[src/rtl/fwd_hazard_scoreboard.sv]
// Forwarding select and ID-stage hazard/stall generation for the 5-stage pipe,
// with one tracked multi-cycle op and a saturating stall-cycle counter.
module fwd_hazard_scoreboard #(
  parameter int REG_AW = 5,
  parameter int MC_LAT = 4,
  parameter int CNT_W  = 16
) (
  input  logic              clk,
  input  logic              rst_n,
  input  logic              id_valid,
  input  logic [REG_AW-1:0] id_rs,
  input  logic [REG_AW-1:0] id_rt,
  input  logic              id_uses_rs,
  input  logic              id_uses_rt,
  input  logic              id_reg_write,
  input  logic [REG_AW-1:0] id_rd,
  input  logic              id_is_mc,
  input  logic [REG_AW-1:0] idex_rs,
  input  logic [REG_AW-1:0] idex_rt,
  input  logic              idex_mem_read,
  input  logic [REG_AW-1:0] idex_rd,
  input  logic              mc_issue,
  input  logic              exmem_reg_write,
  input  logic [REG_AW-1:0] exmem_rd,
  input  logic              memwb_reg_write,
  input  logic [REG_AW-1:0] memwb_rd,
  output logic [1:0]        forward_a,
  output logic [1:0]        forward_b,
  output logic              stall,
  output logic              mc_busy,
  output logic              mc_result_valid,
  output logic [REG_AW-1:0] mc_rd,
  output logic              mc_err,
  output logic [CNT_W-1:0]  stall_count
);

  localparam int CW = $clog2(MC_LAT + 2);

  logic [CW-1:0]     cnt;
  logic [CW-1:0]     effRem;
  logic [REG_AW-1:0] trkRd;
  logic              accept;
  logic              pending;
  logic              mcValid;
  logic              loadUse;
  logic              mcRaw;
  logic              mcWaw;
  logic              mcStruct;

  function automatic logic [1:0] fwdSel(
    input logic [REG_AW-1:0] x,
    input logic              exW,
    input logic [REG_AW-1:0] exRd,
    input logic              wbW,
    input logic [REG_AW-1:0] wbRd,
    input logic              mcV,
    input logic [REG_AW-1:0] mcRd
  );
    logic [1:0] sel;
    sel = 2'b00;
    if (x == '0)
      sel = 2'b00;
    else if (exW && exRd == x)
      sel = 2'b10;
    else if (wbW && wbRd == x)
      sel = 2'b01;
    else if (mcV && mcRd == x)
      sel = 2'b11;
    return sel;
  endfunction

  // An issuing op counts as MC_LAT+1 remaining so it blocks ID this cycle.
  always_comb begin
    accept   = mc_issue & (cnt <= CW'(1));
    effRem   = mc_issue ? CW'(MC_LAT + 1) : cnt;
    trkRd    = mc_issue ? idex_rd : mc_rd;
    pending  = (effRem > CW'(2)) & (trkRd != '0);
    mcValid  = (cnt == CW'(1));
    loadUse  = idex_mem_read & (idex_rd != '0)
             & ((id_uses_rs & (idex_rd == id_rs))
              | (id_uses_rt & (idex_rd == id_rt)));
    mcRaw    = pending
             & ((id_uses_rs & (id_rs == trkRd))
              | (id_uses_rt & (id_rt == trkRd)));
    mcWaw    = pending & id_reg_write & (id_rd == trkRd);
    mcStruct = id_is_mc & (effRem > CW'(2));
  end

  always_comb begin
    forward_a       = 2'b00;
    forward_b       = 2'b00;
    stall           = 1'b0;
    mc_busy         = 1'b0;
    mc_result_valid = 1'b0;
    if (rst_n) begin
      forward_a = fwdSel(idex_rs, exmem_reg_write, exmem_rd,
                         memwb_reg_write, memwb_rd, mcValid, mc_rd);
      forward_b = fwdSel(idex_rt, exmem_reg_write, exmem_rd,
                         memwb_reg_write, memwb_rd, mcValid, mc_rd);
      stall           = id_valid & (loadUse | mcRaw | mcWaw | mcStruct);
      mc_busy         = (cnt != '0);
      mc_result_valid = mcValid;
    end
  end

  always_ff @(posedge clk) begin
    if (!rst_n) begin
      cnt         <= '0;
      mc_rd       <= '0;
      mc_err      <= 1'b0;
      stall_count <= '0;
    end else begin
      if (accept) begin
        cnt   <= CW'(MC_LAT);
        mc_rd <= idex_rd;
      end else if (cnt != '0) begin
        cnt <= cnt - CW'(1);
      end
      if (mc_issue && !accept)
        mc_err <= 1'b1;
      if (stall && !(&stall_count))
        stall_count <= stall_count + CNT_W'(1);
    end
  end

endmodule

[config.mk]
export PLATFORM = sky130hd
export DESIGN_NAME = fwd_hazard_scoreboard
export DESIGN_NICKNAME = d
export VERILOG_FILES = /design/src/rtl/fwd_hazard_scoreboard.sv
export SDC_FILE = /design/constraint.sdc
export NUM_CORES = 1
export LEC_CHECK = 0
export ABC_AREA = 1
export CAP_MARGIN = 15
export CORE_UTILIZATION = 45
export CTS_CLUSTER_SIZE = 10
export DETAILED_ROUTE_END_ITERATION = 8
export PLACE_DENSITY = 0.89
export SETUP_SLACK_MARGIN = 0.02
export SLEW_MARGIN = 15
export SYNTH_ARGS = -nofsm -noshare
export SYNTH_HDL_FRONTEND = slang
export SYNTH_SLANG_ARGS = --single-unit
export TNS_END_PERCENT = 100
[constraint.sdc]
create_clock -name clk -period 2 [get_ports clk]
set_clock_uncertainty 0.1 [all_clocks]
set_input_delay 0.2 -clock clk [delete_from_list [all_inputs] [get_ports clk]]
set_output_delay 0.2 -clock clk [all_outputs]
set_load 0.02 [all_outputs]
==> results.toml, run 1 <==
[job]
maxCapViolations = 0

[worst_setup_path]
critPathBufInv = 7
crit_path_cell_trace = "inv_2 > buf_4 > buf_6 > o211ai_1 > inv_1 > a31oi_2 > nand2_2 > buf_6 > nand2_8 > clkbuf_16 > nand3_2 > nand2_1 > inv_1 > nor2_1"
end_kind = "flop"
critPathArrivalTime_ps = 2260
cp-start-kind = "flop"
cp_top_family = "buffers and inverters"
slowest_stage = "dfxtp_2"
reg2reg_slack_ps = -140
crit_start = "cnt[1]$_SDFFE_PP0N_"
critPathKind = "reg2reg"
cp.required_ps = 2120
cp_num_cells = 14
cp_max_fo = 6
worstReg2RegStart = "cnt[1]$_SDFFE_PP0N_"
max_stage_delay_ps = 350
r2r-end = "stall_count[8]$_SDFFE_PN0P_"
r2r_cells = 14
cp-endpoint = "stall_count[8]$_SDFFE_PN0P_"

[route]
first_iter_violations = 328
drc = 0
wire_per_inst_um = 14.8
drtAntennaViolNets = 0
routed_wl_mm = 9.78
vias = 3618
viasPerCell = 5.46
dr.pass1.iters = 5

[placement]
numPortBuffers = 79
post-dp-hpwl_mm = 6.60
gp_congestion = 0.895
post-place-ws_ps = -554

[cts]
cts_tree = "yes"
cts_buffers = 3
clk_pin_slew_ps = 100
htreeDepth = 1
clockBufferDepth = 2
holdBufCountCts = 0
clkLatencyLatePin_ps = 280
cts.sinks = 25
cts_root_buf = "clkbuf_8"

[sta]
tns_ps = -578
finalWorstSetupSlack_ps = -137
grt_setup_unrepaired = "true"
hold_viol_final = 0
max_freq_mhz = 468
fin_crit_sh_pct = 107
slew_viol_final = 0
whs_ps = 321
relSlewSlack_pct = 78.2
period_minus_slack_ps = 2140
tightest_slew_ps = 324
setup_violations = 13

[die]
die_w_um = 78.9
ios = 80
die_y_um = 78.9
dieArea_mm2 = 0.00623
core_area_mm2 = 0.00561
start_util_pct = 47.5
num_rows = 27

[grt]
grt_pass1_wl_mm = 14.6
grt_pass1_vias = 3394
grt_max_degree = 31
antenna_found_initial = 0
globalRouteOverflowTotal = 0
grt_usage_pct = 28.5

[yosys]
synthMuxAreaShare_pct = 0
yosysSeqAreaShare_pct = 18.8
synth-compound-area-share_pct = 11.8
yosys.area_share.adder_pct = 1.88
syn-mean-instance-area_um2 = 5.79
syn_nets = 515
yosys_register_bits = 25
yosys.area_share.simple_pct = 46.9
ys_types = 31
synthXorXnorAreaFrac_pct = 3.29
syn_area_mm2 = 0.00266
synth_warnings = 0
syn_inst = 460
synth_top_family_by_area = "simple AND/OR/NAND/NOR gates"

[layout]
num-nets-final = 647
antenna_cells = 0
multiInputGateArea_mm2 = 0.00188
fillers = 394
drive_above_1_share_pct = 25.0
syn_to_final_growth_pct = 60.0
ff_latch_area_um2 = 513

[outcome]
status = "complete, but fails checks"
violations = "negative setup slack"

[power_and_ir_drop]
peakVddDrop_mv = 0.429
power_density_mw_per_mm2 = 600
power_w = 0.00256
power.leakage_nw = 2.06

[hold_path]
hold_class = "in2reg"
## layer usage
layer	routed length (µm)	share of wire (%)	global-route usage, %
met5	0	0	0
met4	413	4.2	10.7
met3	656	6.7	3.33
met2	4740	48	50.5
met1	3980	41	35.1
## timing repair
action | CTS | global route
resized for setup | 50 | 57
gates cloned | 0 | 3
pin swaps | 5 | 40
buffers inserted | 0 | 6
endpoints found under the setup margin | 23 | 22
## worst min-delay path: stages
cell            delay (ps)
dlymetal6s2s_1         140
buf_6                  120
o21ai_0                 70
a21oi_1                120
## cell type report
type | count | area share, %
clock buffers | 3 | 0.969
clock inverters | 1 | 0.176
inverters | 98 | 8.63
multi-input cells | 325 | 44.1
flip-flops and latches | 25 | 12.0
well taps | 72 | 2.11
repair buffers | 139 | 32.0
## flip-flops by register name, indices dropped and copies added (netlist names)
name	flops
cnt	3
mc_err	1
mc_rd	5
stall_count	16
## cells in the final DEF (no fill, tap or decap), types with 12 or more instances in the layout
cell / instances
nand3_1: 38
nand3_2: 14
buf_6: 12
a21oi_1: 17
buf_4: 48
inv_1: 85
nand4_1: 18
inv_2: 13
dfxtp_1: 17
clkdlybuf4s50_1: 63
nor2_1: 46
nand2_2: 13
nand2_1: 95
## power breakdown
group	total (W)	switching, W	internal (W)
Combinational	0.00156	0.000825	0.000738
Clock	0.000320	0.000179	0.000142
Sequential	0.000672	0.0000909	0.000581
## cells in the mapped netlist
cell	count	area share, %
ha_1	4	1.9
nand2_2	8	1.9
nand2_4	3	1.3
nor2_2	3	0.70
o21ai_0	6	1.1
inv_1	94	13
nand3_2	10	3.8
inv_2	4	0.56
nor4_1	4	0.94
nand4_1	18	4.2
or2_2	3	0.70
buf_1	2	0.28
nand3_1	43	8.1
dfxtp_1	25	19
nand3b_1	2	0.56
nand2_1	103	15
xor2_1	9	3.0
buf_6	3	1.3
a31oi_1	3	0.70
nor2_1	49	6.9
a221oi_1	8	2.6
o22ai_1	10	2.3
buf_4	2	0.56
nor3_1	11	2.1
a21oi_1	22	4.1
nand3_4	2	1.3
o211ai_1	2	0.56
xnor2_1	1	0.33
clkbuf_1	4	0.56
buf_12	1	0.75
o2111ai_1	1	0.33
## per-stage QoR
step	util, %	cell area, µm²	std cells
floorplan	-	2660	460
global placement	69.3	3880	650
detailed placement	69.3	3880	650
CTS	71.0	3980	654
global route	76.0	4260	663
finish	76.0	4260	663
## worst min-delay path by stage
stage                                  endpoint  cells after the start  slack (ps)                start
after CTS                   mc_err$_SDFFE_PN0P_                      2         360  mc_err$_SDFFE_PN0P_
final                     mc_rd[0]$_SDFFE_PN0P_                      4         320           idex_rd[0]
after floorplan           mc_rd[1]$_SDFFE_PN0P_                      2         290           idex_rd[1]
after detailed placement    mc_err$_SDFFE_PN0P_                      2         350  mc_err$_SDFFE_PN0P_
after global placement      mc_err$_SDFFE_PN0P_                      2         340  mc_err$_SDFFE_PN0P_
after global routing      mc_rd[0]$_SDFFE_PN0P_                      4         330           idex_rd[0]
## kinds of logic after synthesis
family | Yosys count
and+or+nand+nor | 259
buffers and inverters | 110
AOI/OAI and AO/OA | 52
DFF | 25
xor gates and xnor gates | 10
adders and majority gates | 4
No activity file was read; power rests on OpenSTA's default activity.
==> run 2, diff against run 1 <==
ABC_AREA = 0   (was 1)
CORE_UTILIZATION = 44   (was 45)
PLACE_DENSITY = 0.93   (was 0.89)
==> results.toml, run 2 <==
[die]
num_rows = 24
die_w_um = 70.0
core_area_mm2 = 0.00438
die_y_um = 70.0
start_util_pct = 46.3
ios = 80
dieArea_mm2 = 0.00489

[grt]
grt_max_degree = 15
grt_usage_pct = 29.5
grt_pass1_wl_mm = 11.8
globalRouteOverflowTotal = 0
antenna_found_initial = 0
grt_pass1_vias = 2510

[yosys]
ys_types = 37
synth_edf_count = 0
synth_area_leaders = "dfxtp_1 (25%), xor2_1 (13%), xnor2_1 (13%), mux2i_1 (5.9%), nor2_1 (4.1%)"
synth_most_common_cell = "xor2_1"
yosys_register_bits = 25
synth_warnings = 0
yosys-top-cells-count = "xor2_1 (31), xnor2_1 (29), dfxtp_1 (25)"
async_reset_ff_share_pct = 0
syn_nets = 298
syn-mean-instance-area_um2 = 8.36
syn_area_mm2 = 0.00203
synth_top_area_share_pct = 24.6
ys.flop_type = "dfxtp_1"
yosysSeqAreaShare_pct = 24.6
yosys.area.top_type = "dfxtp_1"
syn_inst = 243

[layout]
utilization_pct = 82.8
reg_top3 = "stall_count x16, mc_rd x5, cnt x3"
drive_above_1_share_pct = 30.9
final_common_cell = "buf_4"
antenna_cells = 0
syn_to_final_growth_pct = 78.6
largest_reg_flops = 16
top_register = "stall_count"
fillers = 261
final_cell_mix = "buf_4 (56), clkdlybuf4s50_1 (53), xor2_1 (31)"
num-nets-final = 438

[cts]
holdBufCountCts = 0
cts_tree = "yes"
cts_root_buf = "clkbuf_8"
htreeDepth = 1
clkLatencyLatePin_ps = 280
cts.sinks = 25
cts_buffers = 3
clk_pin_slew_ps = 100
clockBufferDepth = 2

[placement]
numPortBuffers = 79
gp_congestion = 0.927
post-place-ws_ps = -1120
post-dp-hpwl_mm = 5.16

[worst_setup_path]
cp_max_fo = 6
reg2reg_slack_ps = -450
critPathKind = "reg2reg"
cp.required_ps = 2110
worstReg2RegStart = "mc_rd[2]$_SDFFE_PN0P_"
cp-start-kind = "flop"
end_kind = "flop"
r2r-end = "stall_count[5]$_SDFFE_PN0P_"
critPathArrivalTime_ps = 2560
r2r_cells = 9

[power_and_ir_drop]
power_w = 0.00217
switchingPower_w = 0.000806
intPower_w = 0.00137
swShare_pct = 37.1
power_density_mw_per_mm2 = 599
power_frac_comb_pct = 57.2
p_clk_share_pct = 14.7
peakVddDrop_mv = 0.591
seq_power_share_pct = 28.1
power.leakage_nw = 1.48

[sta]
slew_viol_final = 0
fin_crit_sh_pct = 123
whs_ps = 359
max_freq_mhz = 407
tns_ps = -4710
setup_violations = 19
hold_viol_final = 0
relSlewSlack_pct = 75.1
finalWorstSetupSlack_ps = -455
grt_setup_unrepaired = "true"
period_minus_slack_ps = 2450
tightest_slew_ps = 372

[route]
dr.pass1.iters = 4
wire_per_inst_um = 17.5
routed_wl_mm = 7.59
viasPerCell = 5.52
first_iter_violations = 135
vias = 2396
drc = 0
drtAntennaViolNets = 0

[hold_path]
hp-start = "stall_count[9]$_SDFFE_PN0P_"
worstHoldEndpoint = "stall_count[9]$_SDFFE_PN0P_"
hold_depth = 1
hold_class = "reg2reg"

[outcome]
violations = "negative setup slack"
status = "complete, but fails checks"

[job]
maxCapViolations = 0
## run 2: cell types whose count changed after synthesis, sizes merged, moves of 22 or more
cell   before  now
inv        98    5
nand2     114   19
nand3      55   11
nor2       52   22
xnor2       1   29
xor2        9   31
## run 2: metal layers
layer | GRT usage, % | wire, µm
met1 | 35.3 | 3100
met2 | 53.0 | 3870
met3 | 4.47 | 443
met4 | 10.7 | 170
met5 | 0 | 0
## run 2: kinds of logic after synthesis
kind of cell / count (synthesis) / synth area share (%)
compound gates: 27 / 9.73
xor+xnor: 60 / 25.9
fa+ha+maj: 4 / 2.46
buf+inv: 11 / 2.46
flops: 25 / 24.6
mux: 17 / 9.73
simple gates: 99 / 25.1
## run 2: metrics by stage
stage | cell area [µm²] | cells
3_5_place_dp | 3360 | 426
2_1_floorplan | 2090 | 243
6_report | 3630 | 434
5_1_grt | 3630 | 434
3_3_place_gp | 3360 | 426
4_1_cts | 3520 | 434
## run 2: power groups by stage
stage / sequential (W) / combinational [W] / clock, W
detailed placement: 0.000611 / 0.00109 / 0
floorplan: 0.000668 / 0.000495 / 0
finish: 0.000611 / 0.00124 / 0.000320
CTS: 0.000602 / 0.00118 / 0.000317
global route: 0.000617 / 0.00133 / 0.000342
global placement: 0.000606 / 0.00106 / 0
## run 2: worst max path at each step
stage | start | endpoint | slack (ps) | cells past startpoint
6_report | mc_rd[2]$_SDFFE_PN0P_ | stall_count[5]$_SDFFE_PN0P_ | -450 | 9
5_1_grt | mc_rd[1]$_SDFFE_PN0P_ | stall_count[5]$_SDFFE_PN0P_ | -500 | 9
4_1_cts | mc_rd[1]$_SDFFE_PN0P_ | stall_count[5]$_SDFFE_PN0P_ | -350 | 9
3_5_place_dp | mc_issue | stall | -1120 | 9
3_3_place_gp | mc_issue | stall | -1020 | 9
2_1_floorplan | mc_issue | stall_count[5]$_SDFFE_PN0P_ | -150 | 9
## run 2: layout make-up
type / count / area, µm² / share of cell area [%]
multi-input cells: 207 / 1710 / 47.2
repair buffers: 141 / 1270 / 34.9
flip-flops and latches: 25 / 519 / 14.3
well taps: 52 / 65.1 / 1.79
clock buffers: 3 / 41.3 / 1.14
inverters: 5 / 18.8 / 0.517
clock inverters: 1 / 5.00 / 0.138
## run 2: repair_timing
| item | CTS | global route |
|---|---|---|
| pin swaps | 21 | 16 |
| endpoints found under the setup margin | 23 | 22 |
| gates cloned | 0 | 0 |
| buffers inserted | 4 | 1 |
| gates resized for setup | 76 | 25 |
| endpoints found under the hold margin | 0 | 0 |
## run 2: critical path, stage by stage (launching register included)
cell       delay (ps)
dfxtp_4           380
mux2i_4           210
xor2_1            220
nand4_1           130
o22a_1            250
o2111ai_4         250
buf_6             140
nand2_4            70
or4_4             490
a21oi_2           150
